===== config.mk =====
export PLATFORM = sky130hd
export DESIGN_NAME = mlp_sample_sequencer
export DESIGN_NICKNAME = d
export VERILOG_FILES = /design/src/rtl/mlp_sample_sequencer.sv
export SDC_FILE = /design/constraint.sdc
export NUM_CORES = 1
export LEC_CHECK = 0
export ABC_AREA = 0
export BUFFER_PORTS_ARGS = -buffer_cell sky130_fd_sc_hd__buf_2
export CORE_ASPECT_RATIO = 1.4
export CORE_UTILIZATION = 53
export CTS_CLUSTER_SIZE = 40
export DETAILED_ROUTE_END_ITERATION = 12
export GPL_TIMING_DRIVEN = 0
export PLACE_DENSITY = 0.78
export RECOVER_POWER = 50
export SYNTH_ARGS = -nofsm -noshare
export SYNTH_HDL_FRONTEND = slang
export SYNTH_SLANG_ARGS = --single-unit

===== constraint.sdc =====
create_clock -name clk -period 1.69 [get_ports clk]
set_input_delay 0.169 -clock clk [delete_from_list [all_inputs] [get_ports clk]]
set_output_delay 0.169 -clock clk [all_outputs]
set_load 0.01 [all_outputs]

===== src/rtl/mlp_sample_sequencer.sv =====
// Streams feature beats into the classifier input bus, holds it for SETTLE cycles,
// then returns the captured prediction with a sample index. SEQ_DOUBLEBUF_EN adds a shadow buffer.
module mlp_sample_sequencer #(
   parameter int NUM_A    = 8,
   parameter int WIDTH_A  = 4,
   parameter int OUTWIDTH = 4,
   parameter int SETTLE   = 2,
   parameter int IDXW     = 16
) (
   input  logic                       clk,
   input  logic                       rst_n,
   input  logic                       in_valid,
   output logic                       in_ready,
   input  logic [WIDTH_A-1:0]         in_data,
   output logic [NUM_A*WIDTH_A-1:0]   inp,
   input  logic [OUTWIDTH-1:0]        pred_in,
   output logic                       out_valid,
   input  logic                       out_ready,
   output logic [OUTWIDTH-1:0]        out_data,
   output logic [IDXW-1:0]            out_idx,
   output logic                       busy
);

   localparam logic [1:0] ST_LOAD   = 2'd0;
   localparam logic [1:0] ST_SETTLE = 2'd1;
   localparam logic [1:0] ST_HOLD   = 2'd2;

   localparam int BW = $clog2(NUM_A + 1);
   localparam int SW = (SETTLE > 1) ? $clog2(SETTLE) : 1;
   localparam logic [BW-1:0] LAST_BEAT   = BW'(NUM_A - 1);
   localparam logic [SW-1:0] LAST_SETTLE = SW'(SETTLE - 1);

   generate
      if (SETTLE < 1) begin : g_bad_settle
         $error("mlp_sample_sequencer: SETTLE must be >= 1");
      end
   endgenerate

   logic [1:0]                         state_q, state_d;
   logic [BW-1:0]                      beat_cnt_q, beat_cnt_d;
   logic [SW-1:0]                      settle_cnt_q, settle_cnt_d;
   logic [NUM_A-1:0][WIDTH_A-1:0]      inp_q, inp_d;
   logic [OUTWIDTH-1:0]                out_data_q, out_data_d;
   logic [IDXW-1:0]                    out_idx_q, out_idx_d;
   logic                               out_valid_q, out_valid_d;
   logic [IDXW-1:0]                    sample_cnt_q, sample_cnt_d;
   logic                               beat;

`ifdef SEQ_DOUBLEBUF_EN
   // beat_cnt_q counts shadow words; NUM_A means the shadow is full and waiting
   logic [NUM_A-1:0][WIDTH_A-1:0]      shadow_q, shadow_d, shadow_wr;
   logic                               full_now;

   assign in_ready = (beat_cnt_q != BW'(NUM_A));
`else
   assign in_ready = (state_q == ST_LOAD);
`endif

   assign beat      = in_valid && in_ready;
   assign inp       = inp_q;
   assign out_valid = out_valid_q;
   assign out_data  = out_data_q;
   assign out_idx   = out_idx_q;
   assign busy      = !((state_q == ST_LOAD) && (beat_cnt_q == '0));

   always_comb begin
      state_d      = state_q;
      beat_cnt_d   = beat_cnt_q;
      settle_cnt_d = settle_cnt_q;
      inp_d        = inp_q;
      out_data_d   = out_data_q;
      out_idx_d    = out_idx_q;
      out_valid_d  = out_valid_q;
      sample_cnt_d = sample_cnt_q;

`ifdef SEQ_DOUBLEBUF_EN
      shadow_d  = shadow_q;
      shadow_wr = shadow_q;
      for (int k = 0; k < NUM_A; k++) begin
         if (beat && (beat_cnt_q == BW'(k))) shadow_wr[k] = in_data;
      end
      full_now = (beat_cnt_q == BW'(NUM_A)) || (beat && (beat_cnt_q == LAST_BEAT));
      if (beat) begin
         shadow_d   = shadow_wr;
         beat_cnt_d = beat_cnt_q + 1'b1;
      end
`else
      if (beat) begin
         for (int k = 0; k < NUM_A; k++) begin
            if (beat_cnt_q == BW'(k)) inp_d[k] = in_data;
         end
         beat_cnt_d = beat_cnt_q + 1'b1;
      end
`endif

      case (state_q)
         ST_LOAD: begin
            if (beat && (beat_cnt_q == LAST_BEAT)) begin
`ifdef SEQ_DOUBLEBUF_EN
               inp_d    = shadow_wr;
               shadow_d = '0;
`endif
               beat_cnt_d   = '0;
               settle_cnt_d = '0;
               state_d      = ST_SETTLE;
            end
         end
         ST_SETTLE: begin
            if (settle_cnt_q == LAST_SETTLE) begin
               out_data_d  = pred_in;
               out_idx_d   = sample_cnt_q;
               out_valid_d = 1'b1;
               state_d     = ST_HOLD;
            end else begin
               settle_cnt_d = settle_cnt_q + 1'b1;
            end
         end
         ST_HOLD: begin
            if (out_ready) begin
               out_valid_d  = 1'b0;
               sample_cnt_d = sample_cnt_q + 1'b1;
               state_d      = ST_LOAD;
`ifdef SEQ_DOUBLEBUF_EN
               // a shadow that is (or just became) full skips LOAD entirely
               if (full_now) begin
                  inp_d        = shadow_wr;
                  shadow_d     = '0;
                  beat_cnt_d   = '0;
                  settle_cnt_d = '0;
                  state_d      = ST_SETTLE;
               end
`endif
            end
         end
         default: state_d = ST_LOAD;
      endcase
   end

   always_ff @(posedge clk or negedge rst_n) begin
      if (!rst_n) begin
         state_q      <= ST_LOAD;
         beat_cnt_q   <= '0;
         settle_cnt_q <= '0;
         inp_q        <= '0;
         out_data_q   <= '0;
         out_idx_q    <= '0;
         out_valid_q  <= 1'b0;
         sample_cnt_q <= '0;
      end else begin
         state_q      <= state_d;
         beat_cnt_q   <= beat_cnt_d;
         settle_cnt_q <= settle_cnt_d;
         inp_q        <= inp_d;
         out_data_q   <= out_data_d;
         out_idx_q    <= out_idx_d;
         out_valid_q  <= out_valid_d;
         sample_cnt_q <= sample_cnt_d;
      end
   end

`ifdef SEQ_DOUBLEBUF_EN
   always_ff @(posedge clk or negedge rst_n) begin
      if (!rst_n) shadow_q <= '0;
      else        shadow_q <= shadow_d;
   end
`endif

endmodule


==> results.md, run 1 <==
* Status: completed
* Synthesized instance count at 217
* Grt met2 use at between 30% and 40%
* Clk sinks at 76
* Most Crowded Layer GR: met2
* Syn. warnings at 0
* Die Y at 92.3 µm
* Most frequent cells in the layout: dfrtp_1, buf_2, mux2_2
* Total clock buffers created by CTS at 9
* Placed Cells at 352
* Root Buffer: clkbuf_8
* Yosys reg bits at 76
* Element type at the critical path end: primary output
* Buf+Inv Stages, Crit Path at 2
* Mapped Area at slightly above 3000 µm²
* Total Nets Final at 313
* CP Cell Sequence: inv_1, ha_1, nor2b_2, nand2_1, buf_2
* Startpoint types: flop
* M1 GR Usage at 23.3%
* Seq. cell area at 1900 µm²
* Drt drc at 0
* Antenna violations before repair at 0
* Data required, critical path at 1520 ps
* 1st-iter DRT viols at 48
* Post-synthesis simple-gate area fraction at between 10% and 20%
* Initial core utilization at a little under three fifths
* VDD IR max at 1.07 mV
* Internal at 4.15 mW
* Net Sw Frac at between 30% and 40%
* Met3 Use GR at under 10%
* Highest clock rate at 630 MHz
* LEAKAGE at ~1.9 nW
* DR vias/cell at approximately 5.2
* Final period utilization at 93.9%
* Global route total overflow at 0
* Synth Area in Adders at about 2.0%
* Min Hold Slack at 32.6 ps
* Max FO, Critical Path at 5
* Post-synth cell types at 28
* Final setup vio count at 0
* Worst Max-Slew Pin Slew at 664 ps
* PnR worst setup slack at slightly above 100 ps
* Skew-Pair Late Insertion Delay at 350 ps
* Clock network fraction of design power at 24.8%
* Max_cap viols at 0
* CP top delay family: flip-flops
* Num ports at 67
* Chip width at 66.5 µm
* ANT cells at 0
* Fin Clk Skew at 8.69 ps
* Commonest non-fill, non-tap cell in the layout: dfrtp_1
* Seq pwr share at 45.2%
* Non-Filler Instances at 369
* Max transition margin at between 50% and 60%
* Worst min path class: primary input to flop
* Crit Path Class: flop to primary output
* Syn nets at 234
* Main combinational cell family by area after synthesis: multiplexers
* Post-CTS Setup Inserts at 0
* Multi-input gate area at 1170 µm²
* Area Growth Syn to Fin at 20.7%
* Vias at 1,922
* Net Switching at 1.88 mW
* First-pass GRT wire length at 8720 µm
* RSZ-0062 raised after global routing: true
* Global placement routability congestion at between 0.7 and 0.8
* Layout cell share with drive strength beyond 1 at about 36%
* Synth Area in XOR/XNOR at 4.82%
* # rows at 32
* Post-DRT Antenna Nets at 0
* Clk pin slew, worst setup/hold paths at 70 ps
* Synth Area in Compound Gates at 1.30%
* DP HPWL at 3900 µm
* Seq/Total Area, Yosys at 61.6%
* Core ar. at 5570 µm²
* Max-slew violations at 0
* Total Routing Usage GR at between 15 and 20%
* Vias in the first global route at 1,870
* Max Buffers Root-to-Sink at 2
* Arr. time, crit path at 1420 ps
* H-tree depth at 3
* Routed wire length at roughly 5400 µm
* Pre-CTS setup slack at 80.3 ps
* Fill cells at 418
* Util after Layout at about two thirds
* Syn_area_per_cell at roughly 14 µm²
* Setup TNS Final at 0 ps
* Pwr Density at 1620 nW/µm²
* DRT Pass-1 Iters at 4
* Mux contribution to synthesized area at 19.0%
* Pin count of the biggest net entering global routing at 56
* Comb pwr share at 29.9%
* Final Hold Fails at 0
* Die area at 6140 µm²
* CTS tree: yes
* IO Port Bufs at 66
* Critical Path Max Stage Delay at roughly 450 ps
* DR WL/cell at 14.7 µm
* Clock period minus worst slack at 1590 ps
* Crit-path slowest cell: dfrtp_2
==> routing by layer <==
metal  up-vias  wire length [µm]
met5         -                 0
met4         0                94
met3        12               302
met2        54              2780
met1       944              2240
li1        912                 -
==> sequential cells by signal, indices dropped and copies added (netlist names) <==
name / cells
sample_cnt_q: 16
settle_cnt_q: 1
out_data: 4
out_valid: 1
inp: 32
out_idx: 16
state_q: 2
beat_cnt_q: 4
==> power groups by stage <==
stage	clock [mW]	combinational [mW]	sequential, mW
2_1_floorplan	0	0.925	2.94
3_3_place_gp	0	1.82	2.73
3_5_place_dp	0	1.88	2.75
4_1_cts	1.52	1.88	2.72
5_1_grt	1.59	1.99	2.80
6_report	1.50	1.80	2.73
==> timing repair <==
action	CTS	global route
hold endpoints to repair	21	0
endpoints found under the setup margin	0	23
gates resized for setup	0	5
hold buffers	1	0
==> per-stage QoR <==
| step | area [µm²] | power [mW] |
|---|---|---|
| after detailed placement | 3530 | 4.63 |
| after global placement | 3500 | 4.55 |
| after global routing | 3730 | 6.38 |
| final | 3730 | 6.03 |
| after CTS | 3760 | 6.12 |
| after floorplan | 3090 | 3.87 |
==> worst paths after layout <==
path / slack (ps) / depth (start not counted) / to / startpoint
max: 100 / 5 / busy / beat_cnt_q[0]
min: 30 / 2 / out_data[0] / pred_in[0]
max reg2reg: 140 / 4 / out_idx[12] / state_q[0]
min reg2reg: 460 / 1 / sample_cnt_q[15] / sample_cnt_q[15]
max in group asynchronous: 280 / 3 / sample_cnt_q[7] / rst_n
min in group asynchronous: 350 / 2 / out_data[0] / rst_n
==> Yosys cell counts <==
master / count / share of area [%]
dfrtp_1: 76 / 62
mux2_2: 34 / 12
nand2_1: 23 / 2.8
mux2_1: 18 / 6.6
xnor2_1: 14 / 4.0
nand4_1: 6 / 1.2
ha_1: 5 / 2.0
nor2b_1: 4 / 0.81
a21oi_1: 3 / 0.49
and4_1: 3 / 0.85
nand3_1: 3 / 0.49
xor2_1: 3 / 0.85
a21o_1: 2 / 0.49
and3_1: 2 / 0.41
buf_2: 2 / 0.32
inv_1: 2 / 0.24
nand2b_1: 2 / 0.41
nor2_1: 2 / 0.24
nor3_1: 2 / 0.32
nor3_2: 2 / 0.65
o21ai_0: 2 / 0.32
and2_1: 1 / 0.20
and2b_1: 1 / 0.24
and3b_1: 1 / 0.28
buf_4: 1 / 0.24
nand3b_4: 1 / 0.65
nor3_4: 1 / 0.53
nor3b_2: 1 / 0.41
==> cells by family (layout without fill, tap and decap cells) <==
| family | count (synthesis) | in the layout |
|---|---|---|
| AO/OA/AOI/OAI | 7 | 7 |
| XOR/XNOR | 17 | 17 |
| adder cells (fa/ha/maj) | 5 | 5 |
| buffers and inverters | 5 | 89 |
| flip-flops | 76 | 76 |
| multiplexers | 52 | 52 |
| AND/OR/NAND/NOR | 55 | 55 |
==> layout make-up <==
cell class,count,area share (%)
Timing Repair Buffer,68,8.73
Multi-Input combinational cell,136,31.3
Sequential cell,76,51.1
Tap cell,68,2.28
Clock buffer,12,3.89
Clock inverter,4,1.95
Buffer,3,0.604
Inverter,2,0.201
(Power assumes the default switching activity.)
==> inputs of run 2 (changes only) <==
- HOLD_SLACK_MARGIN: not set -> 0.06
==> results.md, run 2 (synthesis results as in run 1) <==
* Status: completed
* Area Growth Syn to Fin at 22.0%
* Buf+Inv Stages, Crit Path at 2
* Chip width at approximately 67 µm
* Pwr Density at 1600 nW/µm²
* Critical Path Max Stage Delay at 450 ps
* Non-Filler Instances at 373
* Max_cap viols at 0
* Final setup vio count at 0
* Commonest non-fill, non-tap cell in the layout: dfrtp_1
* DRT Pass-1 Iters at 4
* First-pass GRT wire length at 8850 µm
* Most frequent cells in the layout: dfrtp_1, buf_2, mux2_2
* Die Y at 92.3 µm
* CTS tree: yes
* RSZ-0062 raised after global routing: true
* Antenna violations before repair at 0
* Setup TNS Final at 0 ps
* Final period utilization at 93.9%
* PnR worst setup slack at 103 ps
* Max Buffers Root-to-Sink at 2
* Final Hold Fails at 0
* Arr. time, crit path at 1420 ps
* Hold depth at 2
* CP top delay family: flip-flops
* Net Switching at 1.88 mW
* ANT cells at 0
* Multi-input gate area at around 1200 µm²
* CP Cell Sequence: inv_1, ha_1, nor2b_2, nand2_1, buf_2
* Util after Layout at ~68%
* Clock period minus worst slack at 1590 ps
* Post-DRT Antenna Nets at 0
* Pin count of the biggest net entering global routing at 56
* Seq. cell area at about 1900 µm²
* Seq pwr share at 45.2%
* Clk sinks at 76
* Total Routing Usage GR at 20.0%
* Reg2Reg Depth at 4
* Vias at 1,931
* Element type at the critical path end: primary output
* Routed wire length at between 5000 and 6000 µm
* Worst Max-Slew Pin Slew at 663 ps
* Max FO, Critical Path at 5
* Die area at between 6000 and 7000 µm²
* DR vias/cell at around 5.2
* IO Port Bufs at 66
* Worst min path class: primary input to flop
* VDD IR max at 1.07 mV
* Net Sw Frac at between 30% and 40%
* # rows at 32
* Highest clock rate at 630 MHz
* Comb pwr share at 30.0%
* Max reg flops at 32
* Vias in the first global route at 1,888
* Max transition margin at 55.8%
* LEAKAGE at 1.90 nW
* DR WL/cell at 14.7 µm
* H-tree depth at 3
* Fill cells at 412
* Core ar. at 5570 µm²
* Max-slew violations at 0
* Total clock buffers created by CTS at 9
* Initial core utilization at 55.5%
* Internal at 4.16 mW
* Crit. path cell count at 5
* Global route total overflow at 0
* Layout cell share with drive strength beyond 1 at around 35%
* R2R Setup Slk at 140 ps
* Root Buffer: clkbuf_8
* Skew-Pair Late Insertion Delay at 350 ps
* Global placement routability congestion at 0.792
* Total Nets Final at 317
* Startpoint types: flop
* Clock network fraction of design power at 24.8%
* Drt drc at 0
* Fin Clk Skew at 8.33 ps
* 1st-iter DRT viols at 67
* Num ports at between 60 and 70
* Data required, critical path at 1520 ps
* Placed Cells at between 300 and 400
* Pre-CTS setup slack at 80.3 ps
* Clk pin slew, worst setup/hold paths at 80 ps
* DP HPWL at 3900 µm
* Crit Path Class: flop to primary output
* Crit-path slowest cell: dfrtp_2
-- run 2: changes by cell type in the layout (fill, tap and decap cells not counted), sizes merged --
cell         before  now
dlygate4sd3       1    5
-- run 2: power groups by stage --
stage / sequential, mW / clock, mW / combinational (mW)
after floorplan: 2.94 / 0 / 0.925
after global placement: 2.73 / 0 / 1.82
after detailed placement: 2.75 / 0 / 1.88
after CTS: 2.72 / 1.52 / 1.89
after global routing: 2.80 / 1.59 / 1.99
final: 2.73 / 1.50 / 1.81
-- run 2: worst reg2reg max path: cells and delay by family (launching register included) --
family	cells	cell delay, ps
flops	1	480
simple gates	2	360
mux	1	350
buf+inv	1	250
-- run 2: timing repair --
action / in CTS / in global routing
endpoints found under the setup margin: 0 / 23
resized for setup: 0 / 5
hold endpoints to repair: 75 / 0
hold buffers: 5 / 0
setup buffers: 0 / 0
-- run 2: per-layer routing --
layer / routed length, µm / share of wire [%] / global-route usage, %
met1: 2250 / 41 / 23.5
met2: 2830 / 52 / 32.5
met3: 313 / 5.7 / 6.77
met4: 94 / 1.7 / 9.04
met5: 0 / 0 / 0
-- run 2: worst paths after layout --
path | startpoint | end
min in group asynchronous | rst_n | out_data[0]
max in group asynchronous | rst_n | out_idx[7]
worst min-delay path | out_ready | state_q[1]
worst max register to register | state_q[0] | out_idx[12]
worst min register to register | sample_cnt_q[15] | sample_cnt_q[15]
worst max-delay path | beat_cnt_q[0] | busy
-- run 2: layout make-up --
type | instances | share of cell area, %
Buffer | 3 | 0.598
Clock buffer | 12 | 3.85
Clock inverter | 4 | 1.93
Inverter | 2 | 0.199
Multi-Input combinational cell | 136 | 31.0
Sequential cell | 76 | 50.5
Tap cell | 68 | 2.26
Timing Repair Buffer | 72 | 9.70
-- run 2: per-stage QoR --
| step | hold slack [ps] | power [mW] | area, µm² |
|---|---|---|---|
| final | 69.4 | 6.04 | 3770 |
| after global routing | 90.8 | 6.39 | 3770 |
| after CTS | 66.9 | 6.13 | 3800 |
| after detailed placement | 78.2 | 4.63 | 3530 |
| after global placement | 381 | 4.55 | 3500 |
| after floorplan | -127 | 3.87 | 3090 |
